===== src/rtl/reg_access_master.sv =====
// rtl/reg_access_master.sv - single-register read/write initiator for reg_control/reg_file
// Sequences selects, lane gates, bus drive and write strobes for one request at a time.
module reg_access_master #(
  parameter int unsigned SETTLE_CYCLES = 1
) (
  input  logic        clk,
  input  logic        nreset,
  input  logic        req_valid,
  output logic        req_ready,
  input  logic        req_write,
  input  logic [3:0]  req_reg,
  input  logic [1:0]  req_hilo,
  input  logic [15:0] req_wdata,
  output logic        rsp_valid,
  output logic [15:0] rsp_rdata,
  output logic        rsp_err,
  output logic [1:0]  ctl_reg_gp_sel,
  output logic [1:0]  ctl_reg_gp_hilo,
  output logic        ctl_reg_gp_we,
  output logic        ctl_reg_use_sp,
  output logic [1:0]  ctl_reg_sys_hilo,
  output logic        ctl_reg_sys_we_hi,
  output logic        ctl_reg_sys_we_lo,
  output logic        ctl_reg_sel_wz,
  output logic        ctl_reg_sel_pc,
  output logic        ctl_reg_sel_ir,
  output logic        ctl_reg_in_hi,
  output logic        ctl_reg_in_lo,
  output logic        ctl_reg_out_hi,
  output logic        ctl_reg_out_lo,
  output logic        ctl_sw_4d,
  output logic        ctl_sw_4u,
  output logic [15:0] db_ds_out,
  output logic        db_ds_oe,
  input  logic [15:0] db_ds_in
);

  typedef enum logic [2:0] {IDLE, CHECK, SETUP, ACT, DONE} state_t;

  typedef struct packed {
    logic [1:0]  gp_sel;
    logic [1:0]  gp_hilo;
    logic        gp_we;
    logic        use_sp;
    logic [1:0]  sys_hilo;
    logic        sys_we_hi;
    logic        sys_we_lo;
    logic        sel_wz;
    logic        sel_pc;
    logic        sel_ir;
    logic        in_hi;
    logic        in_lo;
    logic        out_hi;
    logic        out_lo;
    logic        sw_4d;
    logic        sw_4u;
    logic        oe;
    logic [15:0] out;
  } ctl_t;

  state_t      state_q, state_d;
  logic [3:0]  cnt_q, cnt_d;
  logic        wr_q, wr_d;
  logic [3:0]  reg_q, reg_d;
  logic [1:0]  hilo_q, hilo_d;
  logic [15:0] wdata_q, wdata_d;
  logic [15:0] rdata_q, rdata_d;
  logic        rsp_valid_q, rsp_valid_d;
  logic        rsp_err_q, rsp_err_d;
  ctl_t        ctl_q, ctl_d;

  logic        illegal;
  logic        is_sys;
  logic        active;
  logic [15:0] lane_mask;

  assign illegal   = reg_q[3] || (hilo_q == 2'b00);
  assign is_sys    = reg_q[2] && (reg_q[1:0] != 2'b00);
  assign lane_mask = {{8{hilo_q[1]}}, {8{hilo_q[0]}}};

  always_comb begin
    state_d     = state_q;
    cnt_d       = cnt_q;
    wr_d        = wr_q;
    reg_d       = reg_q;
    hilo_d      = hilo_q;
    wdata_d     = wdata_q;
    rdata_d     = rdata_q;
    case (state_q)
      IDLE: begin
        if (req_valid) begin
          wr_d    = req_write;
          reg_d   = req_reg;
          hilo_d  = req_hilo;
          wdata_d = req_wdata;
          rdata_d = 16'h0000;
          state_d = CHECK;
        end
      end
      CHECK: begin
        if (illegal) begin
          state_d = DONE;
        end else begin
          cnt_d   = 4'(SETTLE_CYCLES);
          state_d = SETUP;
        end
      end
      SETUP: begin
        cnt_d = cnt_q - 4'd1;
        if (cnt_q <= 4'd1) state_d = ACT;
      end
      ACT: begin
        if (!wr_q) rdata_d = db_ds_in & lane_mask;
        state_d = DONE;
      end
      DONE:    state_d = IDLE;
      default: state_d = IDLE;
    endcase
  end

  // Outputs are decoded from the next state so every strobe and select is a flop output.
  always_comb begin
    ctl_d       = '0;
    active      = (state_d == SETUP) || (state_d == ACT);
    rsp_valid_d = (state_d == DONE);
    rsp_err_d   = (state_d == DONE) && illegal;
    if (active) begin
      if (is_sys) begin
        ctl_d.sys_hilo = hilo_q;
        ctl_d.sel_wz   = (reg_q[1:0] == 2'b01);
        ctl_d.sel_pc   = (reg_q[1:0] == 2'b10);
        ctl_d.sel_ir   = (reg_q[1:0] == 2'b11);
      end else begin
        ctl_d.gp_sel  = reg_q[2] ? 2'b11 : reg_q[1:0];
        ctl_d.use_sp  = reg_q[2];
        ctl_d.gp_hilo = hilo_q;
      end
      if (wr_q) begin
        ctl_d.in_hi = hilo_q[1];
        ctl_d.in_lo = hilo_q[0];
        ctl_d.oe    = 1'b1;
        ctl_d.out   = wdata_q & lane_mask;
        ctl_d.sw_4d = is_sys;
        if (state_d == ACT) begin
          ctl_d.gp_we     = !is_sys;
          ctl_d.sys_we_hi = is_sys && hilo_q[1];
          ctl_d.sys_we_lo = is_sys && hilo_q[0];
        end
      end else begin
        ctl_d.out_hi = hilo_q[1];
        ctl_d.out_lo = hilo_q[0];
        ctl_d.sw_4u  = is_sys && reg_q[1];
      end
    end
  end

  always_ff @(posedge clk or negedge nreset) begin
    if (!nreset) begin
      state_q     <= IDLE;
      cnt_q       <= 4'd0;
      wr_q        <= 1'b0;
      reg_q       <= 4'd0;
      hilo_q      <= 2'b00;
      wdata_q     <= 16'h0000;
      rdata_q     <= 16'h0000;
      rsp_valid_q <= 1'b0;
      rsp_err_q   <= 1'b0;
      ctl_q       <= '0;
    end else begin
      state_q     <= state_d;
      cnt_q       <= cnt_d;
      wr_q        <= wr_d;
      reg_q       <= reg_d;
      hilo_q      <= hilo_d;
      wdata_q     <= wdata_d;
      rdata_q     <= rdata_d;
      rsp_valid_q <= rsp_valid_d;
      rsp_err_q   <= rsp_err_d;
      ctl_q       <= ctl_d;
    end
  end

  assign req_ready         = (state_q == IDLE);
  assign rsp_valid         = rsp_valid_q;
  assign rsp_err           = rsp_err_q;
  assign rsp_rdata         = rdata_q;
  assign ctl_reg_gp_sel    = ctl_q.gp_sel;
  assign ctl_reg_gp_hilo   = ctl_q.gp_hilo;
  assign ctl_reg_gp_we     = ctl_q.gp_we;
  assign ctl_reg_use_sp    = ctl_q.use_sp;
  assign ctl_reg_sys_hilo  = ctl_q.sys_hilo;
  assign ctl_reg_sys_we_hi = ctl_q.sys_we_hi;
  assign ctl_reg_sys_we_lo = ctl_q.sys_we_lo;
  assign ctl_reg_sel_wz    = ctl_q.sel_wz;
  assign ctl_reg_sel_pc    = ctl_q.sel_pc;
  assign ctl_reg_sel_ir    = ctl_q.sel_ir;
  assign ctl_reg_in_hi     = ctl_q.in_hi;
  assign ctl_reg_in_lo     = ctl_q.in_lo;
  assign ctl_reg_out_hi    = ctl_q.out_hi;
  assign ctl_reg_out_lo    = ctl_q.out_lo;
  assign ctl_sw_4d         = ctl_q.sw_4d;
  assign ctl_sw_4u         = ctl_q.sw_4u;
  assign db_ds_out         = ctl_q.out;
  assign db_ds_oe          = ctl_q.oe;

endmodule


===== config.mk =====
export PLATFORM = sky130hd
export DESIGN_NAME = reg_access_master
export DESIGN_NICKNAME = d
export VERILOG_FILES = /design/src/rtl/reg_access_master.sv
export SDC_FILE = /design/constraint.sdc
export NUM_CORES = 1
export LEC_CHECK = 0
export BUFFER_PORTS_ARGS = -buffer_cell sky130_fd_sc_hd__buf_2
export CAP_MARGIN = 0
export CORE_MARGIN = 2
export CORE_UTILIZATION = 55
export CTS_CLUSTER_SIZE = 25
export DETAILED_ROUTE_END_ITERATION = 10
export HOLD_SLACK_MARGIN = 0.05
export PLACE_DENSITY_LB_ADDON = 0.1
export SYNTH_ARGS = -nofsm -noshare
export SYNTH_HDL_FRONTEND = slang
export SYNTH_SLANG_ARGS = --single-unit

===== constraint.sdc =====
create_clock -name clk -period 2.9 [get_ports clk]
set_clock_uncertainty 0.05 [all_clocks]
set_input_delay 0.145 -clock clk [delete_from_list [all_inputs] [get_ports clk]]
set_output_delay 0.145 -clock clk [all_outputs]
set_load 0.01 [all_outputs]

# After elaboration in Yosys (flattened, before gate mapping)
# Index checks and enable logic that the tools add are counted.
[classes]
order_cmp = 1
eq_ne = 12
reduce_logical = 16
n_bitwise = 2
add_sub_neg = 1
mux = 24
[op_table]
columns = ["cell", "n"]
rows = [
  ["36-bit 2-to-1 mux", 1],
  ["16-bit bitwise AND", 2],
  ["16-bit 2-to-1 mux", 2],
  ["16-bit one-hot mux with 2 select lines", 1],
  ["17-bit 2-to-1 mux", 1],
  ["3-bit by 2-bit equality test with 1-bit output (second input constant)", 4],
  ["2-bit 2-to-1 mux", 6],
  ["3-bit 2-to-1 mux", 4],
  ["3-bit one-hot mux with 4 select lines", 1],
  ["4-bit 2-to-1 mux", 2],
  ["4-bit one-hot mux with 2 select lines", 1],
  ["2-bit != test (second input constant)", 3],
  ["2-bit nonzero test", 3],
  ["1-bit logical AND", 5],
  ["1-bit 2-to-1 mux", 5],
  ["2-bit equality test (second input constant)", 2],
  ["4-bit by 1-bit less-or-equal comparator with 1-bit output (second input constant)", 1],
  ["2-bit AND reduction", 2],
  ["4-bit by 1-bit subtractor with 4-bit output (second input constant)", 1],
  ["3-bit by 1-bit equality test with 1-bit output (second input constant)", 1],
  ["3-bit equality test (second input constant)", 1],
  ["3-bit logical NOT", 1],
  ["3-bit AND reduction", 1],
  ["2-bit by 1-bit equality test with 1-bit output (second input constant)", 1],
  ["other kinds (3)", 4],
]
[word_totals]
output_inout_bits = 55
input_bits = 42
reg_bits = 84
wordCells = 83

# Depth between registers and ports, before layout
# Gate-level depths: netlist of run 1.
[depth]
word_depth = 8
mapped_depth = 6
depth_no_buf = 5

# Worst setup path before layout of run 1
# No wires, ideal clock.
[synth_path]
path_type = "register to register"
start = "register state_q[1]"
end = "register hilo_q[0]"
setup_time_ps = 125
stages_incl_launch_ff = 5
path_buffers = 2
period_less_slack_ps = 1686
path_slack_ps = 1214
required_time_ps = 2725
t_arrival_ps = 1512
path_cell_list = "dfrtp_1 -> buf_6 -> nor4b_4 -> buf_4 -> mux2_2"
[synth_via]
elab_chain_len = 2
[synth_lines]
columns = ["element", "line", "text"]
rows = [
  ["start, declared", "61", "state_t state_q, state_d;"],
  ["start signal, assigned", "170", "state_q <= state_d;"],
  ["3-bit logical NOT", "89", "case (state_q)"],
  ["2-bit AND reduction (no line)", "--", ""],
  ["end signal, assigned", "174", "hilo_q <= hilo_d;"],
  ["end, declared", "65", "logic [1:0] hilo_q, hilo_d;"],
]
# Every way passes these cells.
# A chain may end at the register's enable or synchronous reset.

# Worst setup path in the final report of run 1
[layout_path]
start = "register state_q[0]"
end = "register rdata_q[14] (netlist: rsp_rdata[14])"
[layout_via]
elab_chain_len = 3
word_cells_on_any_way = 7
classes_between = "eq/ne (3); mux (1); reduce/logical (3)"
[layout_lines]
columns = ["element", "line", "text"]
rows = [
  ["3-bit by 2-bit equality test with 1-bit output or 3-bit logical NOT (tied branches)", "89", ""],
  ["2-bit != test (no line) or 2-bit nonzero test (tied branches)", "--", ""],
  ["3-bit AND reduction (no line)", "--", ""],
  ["end signal, assigned", "176", "rdata_q <= rdata_d;"],
  ["end, declared", "67", "logic [15:0] rdata_q, rdata_d;"],
]
# Several ways; a longest one is shown, not always the timed one.

==> flow_summary.yaml, run 1 <==
outcome:
  status: "completed"
worst_setup_path:
  reg2regPathDepth: 4
  path_depth: 4
  crit_family: "flip-flops"
  slowest_delay_ns: 0.70
  path_cells: "nor4b_4 -> buf_4 -> a31oi_4 -> mux2i_1"
  endpoint_kind: "flop"
  cp_max_fo: 25
  crit_type: "flop to flop"
  start_kind: "flop"
  rrSetupSlack_ns: 0.79
  r2r_start: "state_q[0]"
  worstSetupEndpoint: "rsp_rdata[14]"
  startpoint: "state_q[0]"
  critPathRequiredTime_ns: 3.10
  rr_endpoint: "rsp_rdata[14]"
  arrival_ns: 2.31
  slowest_stage: "dfrtp_1"
  path_buf_inv: 1
cells_and_area:
  nNetsFinal: 446
  syn_to_final_growth_pct: 33.11
  antenna_cells: 0
  drive_gt1_share_pct: 35.38
  utilization_pct: 75.95
synthesis:
  yosys.area.top_type: "dfrtp_1"
  async_reset_ff_share_pct: 100.0
  ys_warn_count: 0
  ys_types: 41
  ys_ff_latch: 84
  syn_inst: 267
  syn_avg_cell_area_um2: 12.65
  yosysSeqAreaShare_pct: 62.22
  synth_fp_nets: 311
  synth.top_cell.area_share_pct: 62.22
  synth_edf_count: 0
  yosys-top-cells-area: "dfrtp_1, mux2_2, mux2i_1, and3_1, nand2_1"
  synth_most_common_cell: "dfrtp_1"
  synthesis.area_mm2: 0.003378
  synth_common_cells: "dfrtp_1, nand2_1, mux2_2"
  dominantRegCellSynth: "dfrtp_1"
sta:
  fmax_mhz: 474.6
  tns_ns: 0
  drv_slew: 0
  worst_slew_pin_slew_ns: 1.006
  relSlewSlack_pct: 32.92
  whs_ns: 0.4454
  period_minus_slack_ns: 2.107
  hold_viol: 0
  timing.final.crit_share_pct: 72.66
  rsz0062_at_grt: "no"
  setup_violations: 0
floorplanning:
  core_area_mm2: 0.005921
  start_util_pct: 57.06
  die_w_um: 82.37
  rows: 28
  io_pins: 97
  chipHeight_um: 82.37
  die_area_mm2: 0.006785
pwr:
  power_density_mw_per_mm2: 871.6
  ir_drop_uv: 502.0
  leakage_nw: 2.379
  p_total_mw: 3.919
clocking:
  htreeDepth: 3
  tritoncts: "yes"
  path_clk_slew_ns: 0.08
  clock_path_buffers: 2
  cts_sinks: 84
  post_cts_resized: 0
  numCtsBuffers: 9
  clock_latency_ns: 0.34
  root_buffer: "clkbuf_8"
detailed_routing:
  wl_um: 6997
  antenna_left: 0
  vias_per_cell: 5.050
  drtIter0Drc: 133
  drt-wirelength-per-cell_um: 14.52
  drc_errors: 0
  drt-pass1-iter-count: 4
  vias: 2434
global_route:
  grt_pass1_wl_um: 10960
  antenna_found_initial: 0
  grt_max_degree: 85
  grt_use_total_pct: 22.05
  grt_pass1_vias: 2262
  overflow: 0
place:
  io_buffers: 96
  dp_hpwl_um: 4413
  gp_congestion: 0.8156
flow_run:
  cap_violations: 0
min_path:
  hold_path_class: "primary input to asynchronous set/reset pin"
-- worst min path at each step --
stage | slack, ns | end | cells after the start
5_1_grt | 0.47 | wdata_q[3] | 1
4_1_cts | 0.45 | db_ds_out[6] | 1
2_1_floorplan | -0.20 | cnt_q[0] | 0
6_report | 0.45 | rsp_rdata[11] | 2
3_3_place_gp | 0.33 | rsp_rdata[14] | 1
3_5_place_dp | 0.33 | rsp_rdata[11] | 1
-- placed cells by master (no fill, tap or decap), drive strengths merged, types with 2 or more instances in the layout --
master and count:
a31oi 2, and2 3, and3 19, and4b 2, buf 97, bufinv 2
clkbuf 10, clkinv 4, dfrtp 84, dlygate4sd3 40, ha 2, inv 20
mux2 23, mux2i 18, nand2 25, nand2b 2, nor2 17, nor2b 4
nor3 4, nor3b 3, nor4b 6, o211ai 3, o21a 2, o21bai 2
or2 2
-- sequential cells by signal, indices dropped and copies added (netlist names), 3 cells and up --
| register | cells |
|---|---|
| db_ds_out | 16 |
| rsp_rdata | 16 |
| wdata_q | 16 |
| cnt_q | 4 |
| reg_q | 4 |
| state_q | 3 |
-- layer usage --
metal / up-vias / routed length [µm] / global-route usage, %
met5: - / 0 / 0
met4: 0 / 72 / 9.167
met3: 5 / 359 / 4.022
met2: 68 / 3440 / 33.55
met1: 1187 / 3125 / 31.43
li1: 1174 / - / -
-- stage by stage --
stage | cell area, µm² | setup slack, ns | std cells
after floorplan | 3378 | 1.214 | 267
after global placement | 3871 | 0.8947 | 426
after detailed placement | 3871 | 0.8112 | 426
after CTS | 4497 | 0.7920 | 482
after global routing | 4497 | 0.6484 | 482
final | 4497 | 0.7928 | 482
-- area by class of cell --
class                           count  area (µm²)
Inverter                           20       75.07
Tap cell                           75       93.84
Sequential cell                    84        2102
Clock buffer                       10       137.6
Clock inverter                      6       87.58
Timing Repair Buffer              137       890.9
Fill cell                         396        1424
Multi-Input combinational cell    150        1110
-- power breakdown --
group | internal, mW | total (mW) | switching (mW)
logic | 0.604 | 1.23 | 0.629
registers | 1.49 | 1.78 | 0.295
clock network | 0.508 | 0.904 | 0.395
total | 2.60 | 3.92 | 1.32
-- logic make-up (layout without fill, tap and decap cells) --
| group | Yosys count | after routing | share of synthesized area [%] |
|---|---|---|---|
| flops | 84 | 84 | 62.22 |
| compound gates | 15 | 15 | 3.741 |
| buf+inv | 33 | 173 | 4.926 |
| fa+ha+maj | 2 | 2 | 0.7406 |
| simple gates | 92 | 92 | 15.37 |
| mux | 41 | 41 | 13.00 |
-- what timing repair did --
| action | in CTS | in global routing |
|---|---|---|
| hold buffers | 40 | 0 |
| buffers inserted | 0 | 0 |
| endpoints found under the hold margin | 123 | 0 |
Power figures use the tool's default switching activity.
==> run 2, diff against run 1 <==
CORE_UTILIZATION = 51   (was 55)
clock period = 2 ns   (was 2.9 ns; I/O delays follow)
==> run 2 against run 1 <==
Global-route usage decreased by 1.1 points. Die area up 7.5%. Count of clock-buffer cells in the layout stayed put. Core utilization fell by 4.5 points. Non-clock buffer count is 12 higher. Cell count rose by 2.9%. First-iteration DRC count is 20% lower. Sequential power up 41%. Setup slack got worse by 0.55 ns. Register-to-register slack got worse by 0.55 ns. Hold slack got worse by 0.26 ns.
==> flow_summary.yaml, run 2 (synthesis gave the netlist of run 1 again) <==
cells_and_area:
  drive_gt1_share_pct: 36.99
  fill_cells: 469
  syn_to_final_growth_pct: 35.07
  final_cell_mix: "buf_2, dfrtp_1, dlygate4sd3_1"
  final_common_cell: "buf_2"
  final_area_mm2: 0.004563
  nNetsFinal: 458
  antenna_cells: 0
worst_setup_path:
  path_cells: "or3b_2 -> o31a_1 -> inv_2 -> and3_1"
  critPathRequiredTime_ns: 2.23
  crit_family: "simple AND/OR/NAND/NOR gates"
  crit_type: "flop to flop"
  slowest_stage: "or3b_2"
  reg2regPathDepth: 4
  r2r_start: "state_q[2]"
  path_buf_inv: 1
  slowest_delay_ns: 0.51
  endpoint_kind: "flop"
  cp_max_fo: 21
  start_kind: "flop"
  rr_endpoint: "db_ds_out[10]"
  arrival_ns: 1.99
  rrSetupSlack_ns: 0.24
pwr:
  leakage_nw: 2.415
  p_int_mw: 3.727
  comb_power_share_pct: 35.3
  seqPwrFrac_pct: 43.9
  p_sw_mw: 1.988
  power_density_mw_per_mm2: 1252
  clockPowerShare_pct: 20.9
  p_total_mw: 5.715
  ir_drop_uv: 807.5
  switching_share_pct: 34.78
floorplanning:
  rows: 29
  core_area_mm2: 0.006386
  chipHeight_um: 85.39
  start_util_pct: 52.90
  die_w_um: 85.39
  die_area_mm2: 0.007291
  io_pins: 97
global_route:
  antenna_found_initial: 0
  grt_use_total_pct: 20.91
  grt_pass1_wl_um: 11720
  overflow: 0
  grt_max_degree: 36
  grt_pass1_vias: 2426
outcome:
  status: "completed"
place:
  io_buffers: 96
  gp_congestion: 0.8275
  dp_hpwl_um: 4835
  dpl_cell_area_mm2: 0.003964
  dp_slack_ns: 0.2509
sta:
  timing.final.crit_share_pct: 87.92
  relSlewSlack_pct: 71.17
  setup_violations: 0
  period_minus_slack_ns: 1.758
  fin_ws_ns: 0.2415
  hold_viol: 0
  tns_ns: 0
  drv_slew: 0
  worst_slew_pin_slew_ns: 0.4325
  whs_ns: 0.1842
  fmax_mhz: 568.7
  rsz0062_at_grt: "no"
detailed_routing:
  drt-wirelength-per-cell_um: 14.59
  antenna_left: 0
  vias: 2503
  drt-pass1-iter-count: 5
  wl_um: 7235
  drtIter0Drc: 107
  vias_per_cell: 5.046
  drc_errors: 0
clocking:
  post_cts_resized: 0
  root_buffer: "clkbuf_8"
  clock_latency_ns: 0.34
  clock_path_buffers: 2
  htreeDepth: 3
  cts_setup_buffers: 0
  path_clk_slew_ns: 0.08
  numCtsBuffers: 9
  tritoncts: "yes"
  cts_sinks: 84
flow_run:
  cap_violations: 0
min_path:
  hold_path_class: "primary input to asynchronous set/reset pin"
run 2: changes by cell type in the layout (fill, tap and decap cells not counted), moves of 2 or more:
cell,delta
clkinv_2,-2
inv_6,+2
buf_4,+12
clkinvlp_4,+2
run 2: what timing repair did:
item	4_1_cts	5_1_grt
endpoints found under the setup margin	0	0
hold buffers	40	0
endpoints found under the hold margin	85	0
run 2: final cells by class:
type	count	area, µm²	share of cell area [%]
sequential	84	2102	46.07
multi-input combinational	150	1110	24.32
timing repair buffer	149	980.9	21.50
clock buffer	10	127.6	2.797
tap	77	96.34	2.111
inverter	20	75.07	1.645
clock inverter	6	71.32	1.563
run 2: power groups by stage:
| stage | Combinational, mW | Sequential (mW) | Clock, mW |
|---|---|---|---|
| final | 2.02 | 2.51 | 1.19 |
| after global routing | 2.22 | 2.56 | 1.32 |
| after CTS | 2.03 | 2.50 | 1.24 |
| after detailed placement | 1.96 | 2.54 | 0 |
| after global placement | 1.93 | 2.51 | 0 |
| after floorplan | 1.36 | 2.50 | 0 |
run 2: metal layers:
layer | share of wire, % | vias to the layer above | wire, µm | global-route usage, %
met5 | 0 | - | 0 | 0
met4 | 1.7 | 0 | 123 | 7.504
met3 | 6.8 | 12 | 493 | 6.031
met2 | 47 | 79 | 3374 | 32.39
met1 | 45 | 1218 | 3243 | 28.37
li1 | - | 1194 | - | -
run 2: through the flow:
step	std cells	util [%]
detailed placement	440	62.07
CTS	496	71.45
finish	496	71.45
floorplan	267	-
global route	496	71.45
global placement	440	62.07
run 2: worst max path at each step:
stage,from,to,slack (ns),cells past startpoint
global placement,state_q[0],db_ds_out[7],0.32,4
floorplan,state_q[1],hilo_q[0],0.31,4
CTS,state_q[0],db_ds_out[2],0.24,5
finish,state_q[2],db_ds_out[10],0.24,4
detailed placement,state_q[0],db_ds_out[2],0.25,4
global route,state_q[0],db_ds_out[10],0.14,5
